<file path="src/rtl/spi_pkg.sv">
// Shared definitions for the SPI master: FSM state encoding and default
// parameter values used by spi_master and spi_clk_gen.
package spi_pkg;

  localparam int unsigned SPI_DATA_LENGTH = 64;
  localparam int unsigned SPI_CLK_DIV     = 4;

  typedef enum logic [2:0] {
    ST_IDLE  = 3'd0,
    ST_SETUP = 3'd1,
    ST_SHIFT = 3'd2,
    ST_HOLD  = 3'd3,
    ST_GAP   = 3'd4
  } spi_state_e;

endpackage

</file>
<file path="src/rtl/spi_clk_gen.sv">
// SPI serial clock generator. While en_i is high, produces sclk_o with
// CLK_DIV clk cycles high then CLK_DIV clk cycles low, starting with the high
// half. The strobes are combinational and mark the cycle in which sclk_o is
// about to change (it changes at the following clk edge).
//
// Ports:
//   clk, rst_n      system clock, async active-low reset
//   en_i            run the generator; low forces sclk_o low and clears counters
//   sclk_o          registered serial clock, idle low
//   rise_c_o        sclk_o rises at the next edge
//   fall_c_o        sclk_o falls at the next edge
//   period_end_c_o  last clk cycle of a full sclk period
module spi_clk_gen
  import spi_pkg::*;
#(
  parameter int unsigned CLK_DIV = SPI_CLK_DIV
) (
  input  logic clk,
  input  logic rst_n,
  input  logic en_i,
  output logic sclk_o,
  output logic rise_c_o,
  output logic fall_c_o,
  output logic period_end_c_o
);

  localparam int unsigned   HW        = $clog2(CLK_DIV) + 1;
  localparam logic [HW-1:0] HALF_LAST = HW'(CLK_DIV - 1);

  logic [HW-1:0] hcnt_q, hcnt_d;
  logic          low_q, low_d;   // 0: high half-period, 1: low half-period
  logic          sclk_q, sclk_d;
  logic          half_start, half_end;

  assign half_start = (hcnt_q == '0);
  assign half_end   = (hcnt_q == HALF_LAST);

  assign rise_c_o       = en_i && !low_q && half_start;
  assign fall_c_o       = en_i &&  low_q && half_start;
  assign period_end_c_o = en_i &&  low_q && half_end;
  assign sclk_o         = sclk_q;

  // Half-period counter and sclk level
  always_comb begin
    hcnt_d = '0;
    low_d  = 1'b0;
    sclk_d = 1'b0;
    if (en_i) begin
      sclk_d = sclk_q;
      if (rise_c_o) begin
        sclk_d = 1'b1;
      end else if (fall_c_o) begin
        sclk_d = 1'b0;
      end
      if (half_end) begin
        hcnt_d = '0;
        low_d  = !low_q;
      end else begin
        hcnt_d = hcnt_q + HW'(1);
        low_d  = low_q;
      end
    end
  end

  always_ff @(posedge clk or negedge rst_n) begin
    if (!rst_n) begin
      hcnt_q <= '0;
      low_q  <= 1'b0;
      sclk_q <= 1'b0;
    end else begin
      hcnt_q <= hcnt_d;
      low_q  <= low_d;
      sclk_q <= sclk_d;
    end
  end

endmodule

</file>
<file path="src/rtl/spi_master.sv">
// SPI master (mode-0 style clock, MSB first). A start seen in IDLE captures
// tx_data and runs SETUP -> SHIFT -> HOLD -> GAP. All outputs are registered
// from the current state, so they lag the state register by one cycle.
// A start present in the last GAP cycle chains the next transaction directly.
//
// Ports:
//   clk, rst_n  system clock, async active-low reset
//   start       transaction request
//   tx_data     word to send, captured on acceptance
//   rx_data     last received word, updated with done
//   busy        transaction in progress (through the CS gap)
//   done        one-cycle completion pulse
//   sclk        serial clock, idle low
//   cs          chip select, active-low
//   mosi        serial data out
//   miso        serial data in
//
// Build option: SPI_MASTER_LOOPBACK_EN samples mosi instead of miso.
module spi_master
  import spi_pkg::*;
#(
  parameter int unsigned DATA_LENGTH = SPI_DATA_LENGTH,
  parameter int unsigned CLK_DIV     = SPI_CLK_DIV
) (
  input  logic                   clk,
  input  logic                   rst_n,
  input  logic                   start,
  input  logic [DATA_LENGTH-1:0] tx_data,
  output logic [DATA_LENGTH-1:0] rx_data,
  output logic                   busy,
  output logic                   done,
  output logic                   sclk,
  output logic                   cs,
  output logic                   mosi,
  input  logic                   miso
);

  localparam int unsigned   BW       = $clog2(DATA_LENGTH) + 1;
  localparam int unsigned   CW       = $clog2(CLK_DIV) + 1;
  localparam logic [BW-1:0] BIT_LAST = BW'(DATA_LENGTH - 1);
  localparam logic [CW-1:0] CNT_LAST = CW'(CLK_DIV - 1);

  spi_state_e             state_q, state_d;
  logic [CW-1:0]          cnt_q, cnt_d;
  logic [BW-1:0]          bit_q, bit_d;
  logic [DATA_LENGTH-1:0] tx_sr_q, tx_sr_d;
  logic [DATA_LENGTH-1:0] rx_sr_q, rx_sr_d;
  logic [DATA_LENGTH-1:0] rx_q, rx_d;
  logic                   mosi_q, mosi_d;
  logic                   cs_q, cs_d;
  logic                   busy_q, busy_d;
  logic                   done_q, done_d;

  logic shift_en, sclk_rise, sclk_fall, period_end;
  logic serial_in;

  assign shift_en = (state_q == ST_SHIFT);

  spi_clk_gen #(
    .CLK_DIV(CLK_DIV)
  ) u_clk_gen (
    .clk           (clk),
    .rst_n         (rst_n),
    .en_i          (shift_en),
    .sclk_o        (sclk),
    .rise_c_o      (sclk_rise),
    .fall_c_o      (sclk_fall),
    .period_end_c_o(period_end)
  );

`ifdef SPI_MASTER_LOOPBACK_EN
  logic unused_miso;
  assign unused_miso = miso;
  assign serial_in   = mosi_q;
`else
  assign serial_in   = miso;
`endif

  // Next-state and registered-output logic
  always_comb begin
    state_d = state_q;
    cnt_d   = cnt_q;
    bit_d   = bit_q;
    tx_sr_d = tx_sr_q;
    rx_sr_d = rx_sr_q;
    rx_d    = rx_q;
    mosi_d  = mosi_q;
    cs_d    = !((state_q == ST_SETUP) || (state_q == ST_SHIFT) || (state_q == ST_HOLD));
    busy_d  = (state_q != ST_IDLE);
    // First GAP cycle: transaction complete, publish received word
    done_d  = (state_q == ST_GAP) && (cnt_q == '0);
    if (done_d) begin
      rx_d = rx_sr_q;
    end

    case (state_q)
      ST_IDLE: begin
        cnt_d = '0;
        bit_d = '0;
        if (start) begin
          state_d = ST_SETUP;
          tx_sr_d = tx_data;
          rx_sr_d = '0;
        end
      end
      ST_SETUP: begin
        if (cnt_q == CNT_LAST) begin
          cnt_d   = '0;
          state_d = ST_SHIFT;
        end else begin
          cnt_d = cnt_q + CW'(1);
        end
      end
      ST_SHIFT: begin
        if (sclk_rise) begin
          mosi_d  = tx_sr_q[DATA_LENGTH-1];
          tx_sr_d = {tx_sr_q[DATA_LENGTH-2:0], 1'b0};
        end
        if (sclk_fall) begin
          rx_sr_d = {rx_sr_q[DATA_LENGTH-2:0], serial_in};
        end
        if (period_end) begin
          if (bit_q == BIT_LAST) begin
            bit_d   = '0;
            state_d = ST_HOLD;
          end else begin
            bit_d = bit_q + BW'(1);
          end
        end
      end
      ST_HOLD: begin
        if (cnt_q == CNT_LAST) begin
          cnt_d   = '0;
          state_d = ST_GAP;
        end else begin
          cnt_d = cnt_q + CW'(1);
        end
      end
      ST_GAP: begin
        if (cnt_q == CNT_LAST) begin
          cnt_d = '0;
          // Held start chains the next transaction after the gap only
          if (start) begin
            state_d = ST_SETUP;
            tx_sr_d = tx_data;
            rx_sr_d = '0;
          end else begin
            state_d = ST_IDLE;
          end
        end else begin
          cnt_d = cnt_q + CW'(1);
        end
      end
      default: begin
        state_d = ST_IDLE;
      end
    endcase
  end

  always_ff @(posedge clk or negedge rst_n) begin
    if (!rst_n) begin
      state_q <= ST_IDLE;
      cnt_q   <= '0;
      bit_q   <= '0;
      tx_sr_q <= '0;
      rx_sr_q <= '0;
      rx_q    <= '0;
      mosi_q  <= 1'b0;
      cs_q    <= 1'b1;
      busy_q  <= 1'b0;
      done_q  <= 1'b0;
    end else begin
      state_q <= state_d;
      cnt_q   <= cnt_d;
      bit_q   <= bit_d;
      tx_sr_q <= tx_sr_d;
      rx_sr_q <= rx_sr_d;
      rx_q    <= rx_d;
      mosi_q  <= mosi_d;
      cs_q    <= cs_d;
      busy_q  <= busy_d;
      done_q  <= done_d;
    end
  end

  assign rx_data = rx_q;
  assign busy    = busy_q;
  assign done    = done_q;
  assign cs      = cs_q;
  assign mosi    = mosi_q;

endmodule

</file>
<file path="config.mk">
export PLATFORM = sky130hd
export DESIGN_NAME = spi_master
export DESIGN_NICKNAME = d
export VERILOG_FILES = /design/src/rtl/spi_pkg.sv /design/src/rtl/spi_clk_gen.sv /design/src/rtl/spi_master.sv
export SDC_FILE = /design/constraint.sdc
export NUM_CORES = 1
export LEC_CHECK = 0
export BUFFER_PORTS_ARGS = -buffer_cell sky130_fd_sc_hd__clkbuf_2
export CAP_MARGIN = 40
export CORE_MARGIN = 1.5
export CORE_UTILIZATION = 35
export DETAILED_ROUTE_END_ITERATION = 8
export MAX_ROUTING_LAYER = met4
export PLACE_DENSITY_LB_ADDON = 0.3
export SLEW_MARGIN = 20
export SYNTH_ARGS = -nofsm -noshare
export SYNTH_HDL_FRONTEND = slang
export SYNTH_HIERARCHICAL = 1
export SYNTH_SLANG_ARGS = --single-unit
</file>
<file path="constraint.sdc">
create_clock -name clk -period 2.2 [get_ports clk]
set_input_delay 0.11 -clock clk [delete_from_list [all_inputs] [get_ports clk]]
set_output_delay 0.11 -clock clk [all_outputs]
set_load 0.005 [all_outputs]
</file>
==> results.txt, run 1 <==
----------------------------------------------------
[Route]
  Number of vias after detailed routing ... 6,005
  Number of vias per cell ... about 5.2
  Drt wl/cell ... 16.6 µm
  DR pass1 iterations ... 4
  Drt first-iter violations ... 339
  DRC errors left ... 0
  Post-route antenna net violation count ... 0
  Total wire length ... roughly 19 mm

[Yosys]
  Seq cells post-synth ... 214
  Asr flop ratio synth ... 1.00
  Syn nets ... 686
  Count of flip-flops with a built-in enable after synthesis ... 0
  Post-synthesis average cell area ... 14.3 µm²
  Netlist cell types ... between 50 and 60
  Leading post-synthesis cells by cell area ... sky130_fd_sc_hd__dfrtp_1 61%, sky130_fd_sc_hd__mux2_2 8.4%, sky130_fd_sc_hd__a22o_2 5.8%
  Sequential fraction of the synthesis area ... 0.611
  Largest area contributor in the netlist ... sky130_fd_sc_hd__dfrtp_1
  Synthesized instance count ... between 600 and 700
  Top_reg_cell synth ... sky130_fd_sc_hd__dfrtp_1
  Mapped cell area ... 8760 µm²
  Yosys synthesis warning count ... 6
  Yosys top cell area share ... 0.608

[Setup path]
  Worst reg-to-reg setup slack ... 0.14 ns
  Element type at the critical path start ... flop
  Data arrival time at the worst-slack endpoint ... approximately 2.5 ns
  Type of destination of the critical path ... flop
  Data required time at the worst endpoint ... 2.61 ns
  Crit path max fanout ... 19
  Crit Path Class ... reg -> reg

[Final layout]
  Most frequent cells in the layout ... 213 x sky130_fd_sc_hd__dfrtp_1, 135 x sky130_fd_sc_hd__clkbuf_2, 67 x sky130_fd_sc_hd__dlygate4sd3_1
  Fin nets ... 892
  Proportion of layout cells with a drive suffix above 1 ... 0.432
  Antenna diodes ... 0
  Most frequent standard cell in the layout excluding fill and tap cells ... sky130_fd_sc_hd__dfrtp_1
  Post-route design area ... 11,400 µm²
  Post-synthesis to final-layout area growth ... 29.8%

[Pwr]
  P_sw ... 0.00170 W
  Areal power density over the cells ... 710 nW/µm²
  Clock group share of total power ... 0.479
  Int Power ... 0.00637 W
  Switch share ... 0.211
  Total design power ... 0.00807 W
  Sequential share of power ... 0.489
  Maximum vdd ir drop ... 0.000449 V
  Combinational share of power ... 0.032
  Leakage power ... 5.69 nW

[Clock network]
  H-tree depth ... 1
  CTS buffer count ... 24
  Maximum root-to-sink buffer count ... 3
  Number of sinks driven by the clock tree ... 214
  Clock slew at reported path FFs ... 0.06 ns
  Clock tree from TritonCTS ... built
  Clock latency of the later-clocked register in the worst-skew pair ... 0.52 ns
  Root Driver ... sky130_fd_sc_hd__clkbuf_16

[Floorplanning]
  Placeable core region ... 24,500 µm²
  Die footprint ... 26,000 µm²
  Number of cell rows ... 57
  Starting density of the core ... 0.358
  Die Wd ... 161 µm
  Die height ... 161 µm
  Num ports ... between 100 and 150

[Place]
  Weighted congestion at the end of routability-driven global placement ... between 0.7 and 0.8
  DP HPWL ... 11.3 mm
  Cell area after placement ... 9870 µm²
  Number of buffers added on ports ... around 140
  Pre-CTS setup slack ... approximately 0.16 ns

[Timing]
  Setup_tns ... 0 ns
  Post-layout min period ... 2.06 ns
  Clock skew after layout ... between 0.015 and 0.02 ns
  Worst Max-Slew Pin Slew ... around 0.58 ns
  Headroom to the max-slew limit ... 0.612
  Number of endpoints with negative hold slack in the final report ... 0
  Total setup violations reported at the end of the flow ... 0
  Post-route clock period utilization ... 0.938
  Fmax ... between 0.4 and 0.5 GHz
  Setup slack after layout ... 0.136 ns
  Unrepaired setup endpoints after global routing ... false
  Number of pins exceeding their max-slew limit in the final report ... 0

[Worst hold path]
  Worst hold path class ... in -> async

[Global route]
  Number of global-route vias before repair ... 6,194
  Pin count of the biggest net entering global routing ... 74
  Total congestion overflow after global routing ... 0
  Total routing usage reported by global routing ... 0.155
  First-pass GRT wire length ... between 30 and 40 mm
  Number of antenna violations at the first check in global routing ... 0

[Run status]
  Result of the run ... completed

[Run]
  Reported max-cap violation count ... 0

----------------------------------------------------
==> final timing paths <==
kind,endpoint,start,cells after the start
max,tx_sr_q[32]$_DFFE_PN0P_,state_q[2]$_DFFE_PN0P_,8
min,rx_data[4]$_DFFE_PN0P_,rst_n,2
max reg2reg,tx_sr_q[32]$_DFFE_PN0P_,state_q[2]$_DFFE_PN0P_,8
min reg2reg,u_clk_gen/hcnt_q[0]$_DFF_PN0_,u_clk_gen/hcnt_q[0]$_DFF_PN0_,1
max in group asynchronous,tx_sr_q[54]$_DFFE_PN0P_,rst_n,3
min in group clk,rx_sr_q[0]$_DFFE_PN0P_,miso,3
==> state kept, by name, indices dropped and copies added (netlist names), 3 cells and up <==
| signal | count |
|---|---|
| bit_q | 7 |
| cnt_q | 3 |
| rx_data | 64 |
| rx_sr_q | 64 |
| state_q | 3 |
| tx_sr_q | 64 |
| u_clk_gen/hcnt_q | 3 |
==> per-layer routing <==
layer  GRT usage  vias to the layer above  routed length (µm)  part of all wire
met2       0.247                      137                9040              0.47
met1       0.201                     3037                8900              0.46
met4      0.0560                        0                 620             0.032
met3      0.0236                       50                 735             0.038
li1            -                     2781                   -                 -
met5           -                        -                   0                 0
==> power groups by stage <==
stage	clock [W]	combinational, W	sequential, W
3_3_place_gp	0	0.000171	0.00402
3_5_place_dp	0	0.000170	0.00402
4_1_cts	0.00401	0.000268	0.00395
5_1_grt	0.00416	0.000292	0.00394
6_report	0.00387	0.000262	0.00395
2_1_floorplan	0	0.00000589	0.00402
==> synthesized netlist by cell type, types with 2 or more instances <==
master                      instances
sky130_fd_sc_hd__a21oi_1            3
sky130_fd_sc_hd__a22o_1            14
sky130_fd_sc_hd__a22o_2            51
sky130_fd_sc_hd__a2bb2oi_1         33
sky130_fd_sc_hd__a2bb2oi_2         30
sky130_fd_sc_hd__and2_1             2
sky130_fd_sc_hd__buf_1              3
sky130_fd_sc_hd__buf_2             20
sky130_fd_sc_hd__buf_6             12
sky130_fd_sc_hd__clkbuf_1          14
sky130_fd_sc_hd__dfrtp_1          213
sky130_fd_sc_hd__ha_1               5
sky130_fd_sc_hd__inv_1              7
sky130_fd_sc_hd__mux2_2            65
sky130_fd_sc_hd__nand2_1           14
sky130_fd_sc_hd__nand3_1            7
sky130_fd_sc_hd__nor2_1             8
sky130_fd_sc_hd__nor2b_1            4
sky130_fd_sc_hd__o21ai_0            6
sky130_fd_sc_hd__o22ai_1           63
sky130_fd_sc_hd__o31ai_1            2
sky130_fd_sc_hd__xnor2_1            2
==> critical path, stage by stage (launching register included) <==
cell and delay (ns):
sky130_fd_sc_hd__dfrtp_1 0.37, sky130_fd_sc_hd__or3b_4 0.43, sky130_fd_sc_hd__clkinv_4 0.11, sky130_fd_sc_hd__and4bb_4 0.26, sky130_fd_sc_hd__nand2_2 0.09, sky130_fd_sc_hd__a21boi_4 0.18
sky130_fd_sc_hd__buf_12 0.14, sky130_fd_sc_hd__buf_12 0.16, sky130_fd_sc_hd__a2bb2oi_1 0.21
==> cell families after synthesis <==
family,after synthesis,synth area share
xor+xnor,2,0.00200
fa+ha+maj,5,0.00714
mux,65,0.0835
compound gates,218,0.224
simple gates,51,0.0326
flops,214,0.611
buf+inv,58,0.0390
==> area by class of cell <==
| class | count | area, µm² |
|---|---|---|
| fill | 2184 | 13100 |
| clock inverter | 12 | 101 |
| tap | 324 | 405 |
| sequential | 214 | 5360 |
| timing repair buffer | 230 | 1720 |
| multi-input combinational | 341 | 3080 |
| clock buffer | 31 | 677 |
| inverter | 8 | 35.0 |
==> what timing repair did <==
| action | CTS | global route |
|---|---|---|
| endpoints found under the setup margin | 0 | 1 |
| resized for setup | 0 | 1 |
| buffers inserted | 0 | 2 |
| hold buffers | 67 | 0 |
| endpoints found under the hold margin | 133 | 0 |
==> per-stage QoR <==
step,hold slack [ns],cells,util
3_5_place_dp,0.130,1047,0.404
2_1_floorplan,-0.186,613,-
5_1_grt,0.191,1160,0.465
4_1_cts,0.167,1157,0.463
3_3_place_gp,0.134,1047,0.404
6_report,0.151,1160,0.465
(Power assumes the default switching activity.)
==> inputs of run 2 (changes only) <==
ABC_AREA = 1   (was default)
==> run 2 against run 1 <==
Net effect: sequential share of layout area shrank 3.6 points; highest routed layer unchanged; die area grew 11%; non-clock buffer count shrank 9.
==> results.txt, run 2 <==
----------------------------------------------------
[Run status]
  Result of the run ... completed (unchanged)

[Yosys]
  Post-synthesis average cell area ... 7.80 µm² (was 14.3 µm²)
  Top_reg_cell synth ... sky130_fd_sc_hd__dfrtp_1 (unchanged)
  Mapped cell area ... 9760 µm² (was 8760 µm²)
  Synthesized instance count ... 1,252 (was 613)
  Cell with the most instances after synthesis ... sky130_fd_sc_hd__nand2_1 (was sky130_fd_sc_hd__dfrtp_1)
  Leading post-synthesis cells by cell area ... sky130_fd_sc_hd__dfrtp_1 55%, sky130_fd_sc_hd__nand2_1 22%, sky130_fd_sc_hd__nand3_1 6.9% (was sky130_fd_sc_hd__dfrtp_1 61%, sky130_fd_sc_hd__mux2_2 8.4%, sky130_fd_sc_hd__a22o_2 5.8%)
  Syn nets ... 1,325 (was 686)
  Count of flip-flops with a built-in enable after synthesis ... 0 (unchanged)
  Largest area contributor in the netlist ... sky130_fd_sc_hd__dfrtp_1 (unchanged)
  Most instantiated cells after synthesis ... 565 x sky130_fd_sc_hd__nand2_1, 213 x sky130_fd_sc_hd__dfrtp_1, 134 x sky130_fd_sc_hd__nand3_1, 88 x sky130_fd_sc_hd__inv_1, 75 x sky130_fd_sc_hd__nor2_1 (was 213 x sky130_fd_sc_hd__dfrtp_1, 65 x sky130_fd_sc_hd__mux2_2, 63 x sky130_fd_sc_hd__o22ai_1, 51 x sky130_fd_sc_hd__a22o_2, 33 x sky130_fd_sc_hd__a2bb2oi_1)
  Seq cells post-synth ... 214 (unchanged)
  Netlist cell types ... 26 (was 57)
  Yosys top cell area share ... 0.546 (was 0.608)
  Asr flop ratio synth ... 1.00 (unchanged)
  Yosys synthesis warning count ... 6 (unchanged)
  Sequential fraction of the synthesis area ... 0.549 (was 0.611)

[Timing]
  Worst Max-Slew Pin Slew ... 0.707 ns (was 0.582 ns)
  Number of endpoints with negative hold slack in the final report ... 0 (unchanged)
  Setup slack after layout ... 0.203 ns (was 0.136 ns)
  Post-route clock period utilization ... 0.908 (was 0.938)
  Total setup violations reported at the end of the flow ... 0 (unchanged)
  Fmax ... 0.501 GHz (was 0.484 GHz)
  Headroom to the max-slew limit ... 0.529 (was 0.612)
  Clock skew after layout ... 0.0153 ns (was 0.0166 ns)
  Post-layout min period ... 2.00 ns (was 2.06 ns)
  Setup_tns ... 0 ns (unchanged)
  Number of pins exceeding their max-slew limit in the final report ... 0 (unchanged)
  Unrepaired setup endpoints after global routing ... false (unchanged)

[Global route]
  Total congestion overflow after global routing ... 0 (unchanged)
  Pin count of the biggest net entering global routing ... 108 (was 74)
  Number of antenna violations at the first check in global routing ... 0 (unchanged)
  Number of global-route vias before repair ... 8,146 (was 6,194)
  Total routing usage reported by global routing ... 0.169 (was 0.155)
  First-pass GRT wire length ... 39.5 mm (was 32.3 mm)

[Setup path]
  Type of destination of the critical path ... flop (unchanged)
  End of the worst register-to-register path ... rx_sr_q[30]$_DFFE_PN0P_ (was tx_sr_q[32]$_DFFE_PN0P_)
  Cell with the largest stage delay on the worst path ... sky130_fd_sc_hd__dfrtp_1 (was sky130_fd_sc_hd__or3b_4)
  Startpoint of the most critical register-to-register path ... state_q[0]$_DFFE_PN0P_ (was state_q[2]$_DFFE_PN0P_)
  Data arrival time at the worst-slack endpoint ... 2.40 ns (was 2.48 ns)
  Register-to-Register Path Depth ... 11 (was 8)
  Element type at the critical path start ... flop (unchanged)
  Worst reg-to-reg setup slack ... 0.20 ns (was 0.14 ns)
  Crit Path Class ... reg -> reg (unchanged)
  Cell Chain, Critical Path ... nor2_4 > nand2_4 > inv_2 > nand2_1 > nor2_1 > nand2_1 > nand2_2 > nand2_2 > buf_4 > nand2_1 > nand2_1 (was or3b_4 > clkinv_4 > and4bb_4 > nand2_2 > a21boi_4 > buf_12 > buf_12 > a2bb2oi_1)
  Crit path buffers/inverters ... 2 (was 3)
  Cell type with the highest occurrence count on the critical path ... sky130_fd_sc_hd__nand2_1 (was sky130_fd_sc_hd__buf_12)
  Kind of cell adding the most delay to the critical path ... simple AND/OR/NAND/NOR gates (unchanged)
  CP peak stage delay ... 0.47 ns (was 0.43 ns)
  Crit path max fanout ... 64 (was 19)
  Data required time at the worst endpoint ... 2.60 ns (was 2.61 ns)

[Clock network]
  Clock slew at reported path FFs ... 0.06 ns (about the same)
  Maximum root-to-sink buffer count ... 3 (unchanged)
  Clock tree from TritonCTS ... built (unchanged)
  H-tree depth ... 1 (unchanged)
  CTS buffer count ... 26 (was 24)
  Clock latency of the later-clocked register in the worst-skew pair ... 0.52 ns (about the same)
  Number of sinks driven by the clock tree ... 214 (unchanged)
  Root Driver ... sky130_fd_sc_hd__clkbuf_16 (unchanged)

[Route]
  Number of vias after detailed routing ... 8,261 (was 6,005)
  DRC errors left ... 0 (unchanged)
  Drt wl/cell ... 12.9 µm (was 16.6 µm)
  Wire length on met1 ... 11.1 mm (was 8.90 mm)
  Total wire length ... 23.3 mm (was 19.3 mm)
  DR pass1 iterations ... 5 (was 4)
  Post-route antenna net violation count ... 0 (unchanged)
  Wire length on met3 ... 1.22 mm (was 735 µm)
  Drt first-iter violations ... 646 (was 339)
  Total met2 wirelength after detailed routing ... 10.7 mm (was 9.04 mm)
  Top layer used by detailed routing ... met4 (unchanged)
  Number of vias per cell ... 4.55 (was 5.18)

[Place]
  Weighted congestion at the end of routability-driven global placement ... 0.799 (was 0.767)
  Number of cells in the design after placement ... 1,702 (was 1,047)
  Pre-CTS setup slack ... 0.200 ns (was 0.165 ns)
  Number of buffers added on ports ... 136 (unchanged)
  DP HPWL ... 13.6 mm (was 11.3 mm)

[Pwr]
  Leakage power ... 6.50 nW (was 5.69 nW)
  Total design power ... 0.0139 W (was 0.00807 W)
  Maximum vdd ir drop ... 0.00120 V (was 0.000449 V)
  Areal power density over the cells ... 1130 nW/µm² (was 710 nW/µm²)

[Final layout]
  Antenna diodes ... 0 (unchanged)
  Post-route non-filler standard cell count ... 1,816 (was 1,160)
  Post-synthesis to final-layout area growth ... 26.3% (was 29.8%)
  Most frequent standard cell in the layout excluding fill and tap cells ... sky130_fd_sc_hd__nand2_1 (was sky130_fd_sc_hd__dfrtp_1)
  Final-layout fill cell count ... 2,727 (was 2,184)
  Most frequent cells in the layout ... 563 x sky130_fd_sc_hd__nand2_1, 213 x sky130_fd_sc_hd__dfrtp_1, 135 x sky130_fd_sc_hd__clkbuf_2 (was 213 x sky130_fd_sc_hd__dfrtp_1, 135 x sky130_fd_sc_hd__clkbuf_2, 67 x sky130_fd_sc_hd__dlygate4sd3_1)
  Fin nets ... 1,498 (was 892)
  Proportion of layout cells with a drive suffix above 1 ... 0.146 (was 0.432)

[Floorplanning]
  Die Wd ... 170 µm (was 161 µm)
  Number of cell rows ... 60 (was 57)
  Die footprint ... 28,900 µm² (was 26,000 µm²)
  Starting density of the core ... 0.359 (was 0.358)
  Num ports ... 137 (unchanged)
  Die height ... 170 µm (was 161 µm)
  Placeable core region ... 27,200 µm² (was 24,500 µm²)

[Worst hold path]
  Worst hold path class ... in -> async (unchanged)

[Run]
  Reported max-cap violation count ... 0 (unchanged)

----------------------------------------------------
[run 2: cell count changes after synthesis, moves of 14 or more]
cell / before / now
sky130_fd_sc_hd__o21ai_0: 6 / 65
sky130_fd_sc_hd__a22o_1: 14 / 0
sky130_fd_sc_hd__a22o_2: 51 / 0
sky130_fd_sc_hd__nor2_1: 8 / 75
sky130_fd_sc_hd__nand2_1: 14 / 565
sky130_fd_sc_hd__a2bb2oi_2: 30 / 0
sky130_fd_sc_hd__buf_2: 20 / 47
sky130_fd_sc_hd__a2bb2oi_1: 33 / 0
sky130_fd_sc_hd__inv_1: 7 / 88
sky130_fd_sc_hd__buf_4: 1 / 18
sky130_fd_sc_hd__mux2_2: 65 / 0
sky130_fd_sc_hd__nand3_1: 7 / 134
sky130_fd_sc_hd__o22ai_1: 63 / 0
[run 2: metal layers]
layer  global-route usage  vias to the layer above
li1                     -                     4203
met2                0.270                      189
met3               0.0295                       28
met1                0.227                     3841
met5                    -                        -
met4               0.0292                        0
[run 2: where the power goes]
group / internal (W) / switching [W]
combinational: 0.00129 / 0.00310
clock: 0.00277 / 0.00165
sequential: 0.00465 / 0.000411
total: 0.00871 / 0.00516
[run 2: kinds of logic after synthesis]
family | share of synthesized area
AOI/OAI and AO/OA | 0.0400
and+or+nand+nor | 0.326
adders and majority gates | 0.00641
buffers and inverters | 0.0783
xor gates and xnor gates | 0.000898
DFF | 0.549
[run 2: worst max-delay path by stage]
stage / cells past startpoint / start / end / slack (ns)
2_1_floorplan: 14 / state_q[0]$_DFFE_PN0P_ / tx_sr_q[0]$_DFFE_PN0P_ / 0.33
3_3_place_gp: 11 / state_q[0]$_DFFE_PN0P_ / rx_sr_q[46]$_DFFE_PN0P_ / 0.23
3_5_place_dp: 13 / state_q[0]$_DFFE_PN0P_ / tx_sr_q[17]$_DFFE_PN0P_ / 0.20
4_1_cts: 11 / state_q[0]$_DFFE_PN0P_ / rx_sr_q[30]$_DFFE_PN0P_ / 0.18
5_1_grt: 11 / state_q[0]$_DFFE_PN0P_ / rx_sr_q[29]$_DFFE_PN0P_ / 0.005
6_report: 11 / state_q[0]$_DFFE_PN0P_ / rx_sr_q[30]$_DFFE_PN0P_ / 0.20
[run 2: through the flow]
stage	utilization	hold slack, ns	cell area, µm²
6_report	0.453	0.148	12300
3_5_place_dp	0.395	0.125	10700
2_1_floorplan	-	-0.186	9760
5_1_grt	0.453	0.185	12300
4_1_cts	0.453	0.164	12300
3_3_place_gp	0.395	0.118	10700
[run 2: what timing repair did]
item,CTS,global route
hold buffers,67,0
hold endpoints to repair,128,0
buffers inserted,0,0
setup endpoints to repair,0,17
resized for setup,0,1
[run 2: final cells by class]
cell class / count / area [µm²] / share of cell area
Tap cell: 372 / 465 / 0.0378
Clock inverter: 7 / 91.3 / 0.00741
Inverter: 90 / 338 / 0.0274
Timing Repair Buffer: 221 / 1590 / 0.129
Clock buffer: 40 / 815 / 0.0661
Sequential cell: 214 / 5360 / 0.435
Multi-Input combinational cell: 872 / 3670 / 0.298
==> inputs of run 3 (changes only) <==
CORE_UTILIZATION = 58   (was 35)
==> run 3 against run 2 <==
Net effect: core utilization is 27 points higher; total power is 3.7% lower; count of clock-buffer cells in the layout is 12 lower; first-iteration DRC count is 3.7% lower; largest cell class unchanged; clock power is 14% lower; clock skew is 0.0048 ns lower.
==> results.txt, run 3 (synthesis results as in run 2) <==
----------------------------------------------------
[Setup path]
  Type of destination of the critical path ... flop (unchanged)
  Worst reg-to-reg setup slack ... 0.21 ns (was 0.20 ns)
  Crit Path Class ... reg -> reg (unchanged)
  Crit path max fanout ... 64 (unchanged)
  Data required time at the worst endpoint ... 2.63 ns (was 2.60 ns)
  Data arrival time at the worst-slack endpoint ... 2.42 ns (was 2.40 ns)
  Element type at the critical path start ... flop (unchanged)

[Final layout]
  Fin nets ... 1,492 (was 1,498)
  Final-layout fill cell count ... 1,216 (was 2,727)
  Most frequent cells in the layout ... 563 x sky130_fd_sc_hd__nand2_1, 213 x sky130_fd_sc_hd__dfrtp_1, 135 x sky130_fd_sc_hd__clkbuf_2 (unchanged)
  Proportion of layout cells with a drive suffix above 1 ... 0.142 (was 0.146)
  Post-route design area ... 12,000 µm² (was 12,300 µm²)
  Antenna diodes ... 0 (unchanged)
  Most frequent standard cell in the layout excluding fill and tap cells ... sky130_fd_sc_hd__nand2_1 (unchanged)
  Post-synthesis to final-layout area growth ... 22.7% (was 26.3%)

[Place]
  Number of buffers added on ports ... 136 (unchanged)
  DP HPWL ... 12.2 mm (was 13.6 mm)
  Weighted congestion at the end of routability-driven global placement ... 0.830 (was 0.799)
  Cell area after placement ... 10,600 µm² (was 10,700 µm²)

[Floorplanning]
  Die height ... 133 µm (was 170 µm)
  Placeable core region ... 16,500 µm² (was 27,200 µm²)
  Die footprint ... 17,600 µm² (was 28,900 µm²)
  Die Wd ... 133 µm (was 170 µm)
  Starting density of the core ... 0.591 (was 0.359)
  Number of cell rows ... 47 (was 60)
  Num ports ... 137 (unchanged)

[Global route]
  Total congestion overflow after global routing ... 0 (unchanged)
  Total routing usage reported by global routing ... 0.268 (was 0.169)
  Pin count of the biggest net entering global routing ... 85 (was 108)
  First-pass GRT wire length ... 38.3 mm (was 39.5 mm)
  Number of global-route vias before repair ... 7,988 (was 8,146)
  Number of antenna violations at the first check in global routing ... 0 (unchanged)

[Timing]
  Number of pins exceeding their max-slew limit in the final report ... 0 (unchanged)
  Worst Max-Slew Pin Slew ... 0.667 ns (was 0.707 ns)
  Setup_tns ... 0 ns (unchanged)
  Fmax ... 0.502 GHz (was 0.501 GHz)
  Post-route clock period utilization ... 0.906 (was 0.908)
  Clock skew after layout ... 0.0105 ns (was 0.0153 ns)
  Number of endpoints with negative hold slack in the final report ... 0 (unchanged)
  Post-layout min period ... 1.99 ns (was 2.00 ns)
  Headroom to the max-slew limit ... 0.555 (was 0.529)
  Total setup violations reported at the end of the flow ... 0 (unchanged)
  Unrepaired setup endpoints after global routing ... false (unchanged)

[Clock network]
  Clock latency of the later-clocked register in the worst-skew pair ... 0.50 ns (was 0.52 ns)
  Clock tree from TritonCTS ... built (unchanged)
  Clock slew at reported path FFs ... 0.06 ns (about the same)
  Post-cts repair resize count ... 0 (unchanged)
  H-tree depth ... 1 (unchanged)
  Root Driver ... sky130_fd_sc_hd__clkbuf_16 (unchanged)
  Maximum root-to-sink buffer count ... 3 (unchanged)
  Number of sinks driven by the clock tree ... 214 (unchanged)
  CTS buffer count ... 23 (was 26)

[Route]
  Post-route antenna net violation count ... 0 (unchanged)
  Number of vias per cell ... 5.19 (was 4.55)
  Drt wl/cell ... 13.7 µm (was 12.9 µm)
  DRC errors left ... 0 (unchanged)
  DR pass1 iterations ... 6 (was 5)
  Number of vias after detailed routing ... 8,567 (was 8,261)
  Total wire length ... 22.6 mm (was 23.3 mm)
  Drt first-iter violations ... 622 (was 646)

[Run status]
  Result of the run ... completed (unchanged)

[Pwr]
  Leakage power ... 6.41 nW (was 6.50 nW)
  Areal power density over the cells ... 1120 nW/µm² (was 1130 nW/µm²)
  Maximum vdd ir drop ... 0.000780 V (was 0.00120 V)

[Worst hold path]
  Worst hold path class ... in -> reg (was in -> async)

[Run]
  Reported max-cap violation count ... 0 (unchanged)

----------------------------------------------------
[run 3: cell types whose count changed in the layout (fill, tap and decap cells not counted), sizes merged]
cell / delta
dlygate4sd3: -2
buf: -2
clkinvlp: +2
clkinv: +1
clkbuf: -11
[run 3: routing by layer]
| layer | up-vias | wire, µm | GRT usage |
|---|---|---|---|
| met4 | 0 | 415 | 0.0629 |
| met5 | - | 0 | - |
| met1 | 4052 | 10300 | 0.380 |
| met3 | 44 | 1180 | 0.0387 |
| li1 | 4192 | - | - |
| met2 | 279 | 10700 | 0.412 |
[run 3: report_power, final]
group / total [W] / internal, W / switching (W)
clock: 0.00378 / 0.00224 / 0.00154
combinational: 0.00451 / 0.00137 / 0.00314
sequential: 0.00506 / 0.00465 / 0.000413
[run 3: final timing paths]
kind                                         startpoint                 endpoint  cells after the start
worst min register to register  rx_sr_q[52]$_DFFE_PN0P_  rx_sr_q[52]$_DFFE_PN0P_                      2
worst min-delay path                        tx_data[60]  tx_sr_q[60]$_DFFE_PN0P_                      5
max in group asynchronous                         rst_n  rx_data[40]$_DFFE_PN0P_                      3
min in group asynchronous                         rst_n  rx_data[13]$_DFFE_PN0P_                      2
worst max register to register   state_q[0]$_DFFE_PN0P_  tx_sr_q[31]$_DFFE_PN0P_                     12
worst max-delay path             state_q[0]$_DFFE_PN0P_  tx_sr_q[31]$_DFFE_PN0P_                     12
[run 3: repair_timing]
item | CTS | global route
hold endpoints to repair | 277 | 0
hold buffers | 65 | 0
setup buffers | 0 | 0
[run 3: final cells by class]
type,count,area (µm²),area share
Sequential cell,214,5360,0.447
Multi-Input combinational cell,872,3670,0.306
Timing Repair Buffer,218,1600,0.134
Clock buffer,28,624,0.0522
Inverter,90,338,0.0282
Tap cell,220,275,0.0230
Clock inverter,10,108,0.00899
[run 3: metrics by stage]
| step | total power [W] | util | worst slack (ns) | cells | hold slack, ns |
|---|---|---|---|---|---|
| 3_5_place_dp | 0.00941 | 0.639 | 0.262 | 1548 | 0.0435 |
| 2_1_floorplan | 0.00836 | - | 0.331 | 1252 | -0.186 |
| 3_3_place_gp | 0.00931 | 0.639 | 0.296 | 1548 | 0.0393 |
| 5_1_grt | 0.0142 | 0.724 | 0.0129 | 1652 | 0.00714 |
| 4_1_cts | 0.0133 | 0.723 | 0.235 | 1651 | 0.0158 |
| 6_report | 0.0134 | 0.724 | 0.207 | 1652 | 0.0111 |
[run 3: critical path: stages (launching register included)]
cell and delay, ns:
sky130_fd_sc_hd__dfrtp_1 0.47, sky130_fd_sc_hd__nor2_4 0.19, sky130_fd_sc_hd__nand2_4 0.08, sky130_fd_sc_hd__inv_2 0.12
sky130_fd_sc_hd__inv_2 0.06, sky130_fd_sc_hd__nor2_2 0.09, sky130_fd_sc_hd__nand2_1 0.09, sky130_fd_sc_hd__inv_1 0.08
sky130_fd_sc_hd__nand2_1 0.08, sky130_fd_sc_hd__nand2_2 0.11, sky130_fd_sc_hd__buf_12 0.28, sky130_fd_sc_hd__nand3_1 0.15
sky130_fd_sc_hd__nand2_1 0.11
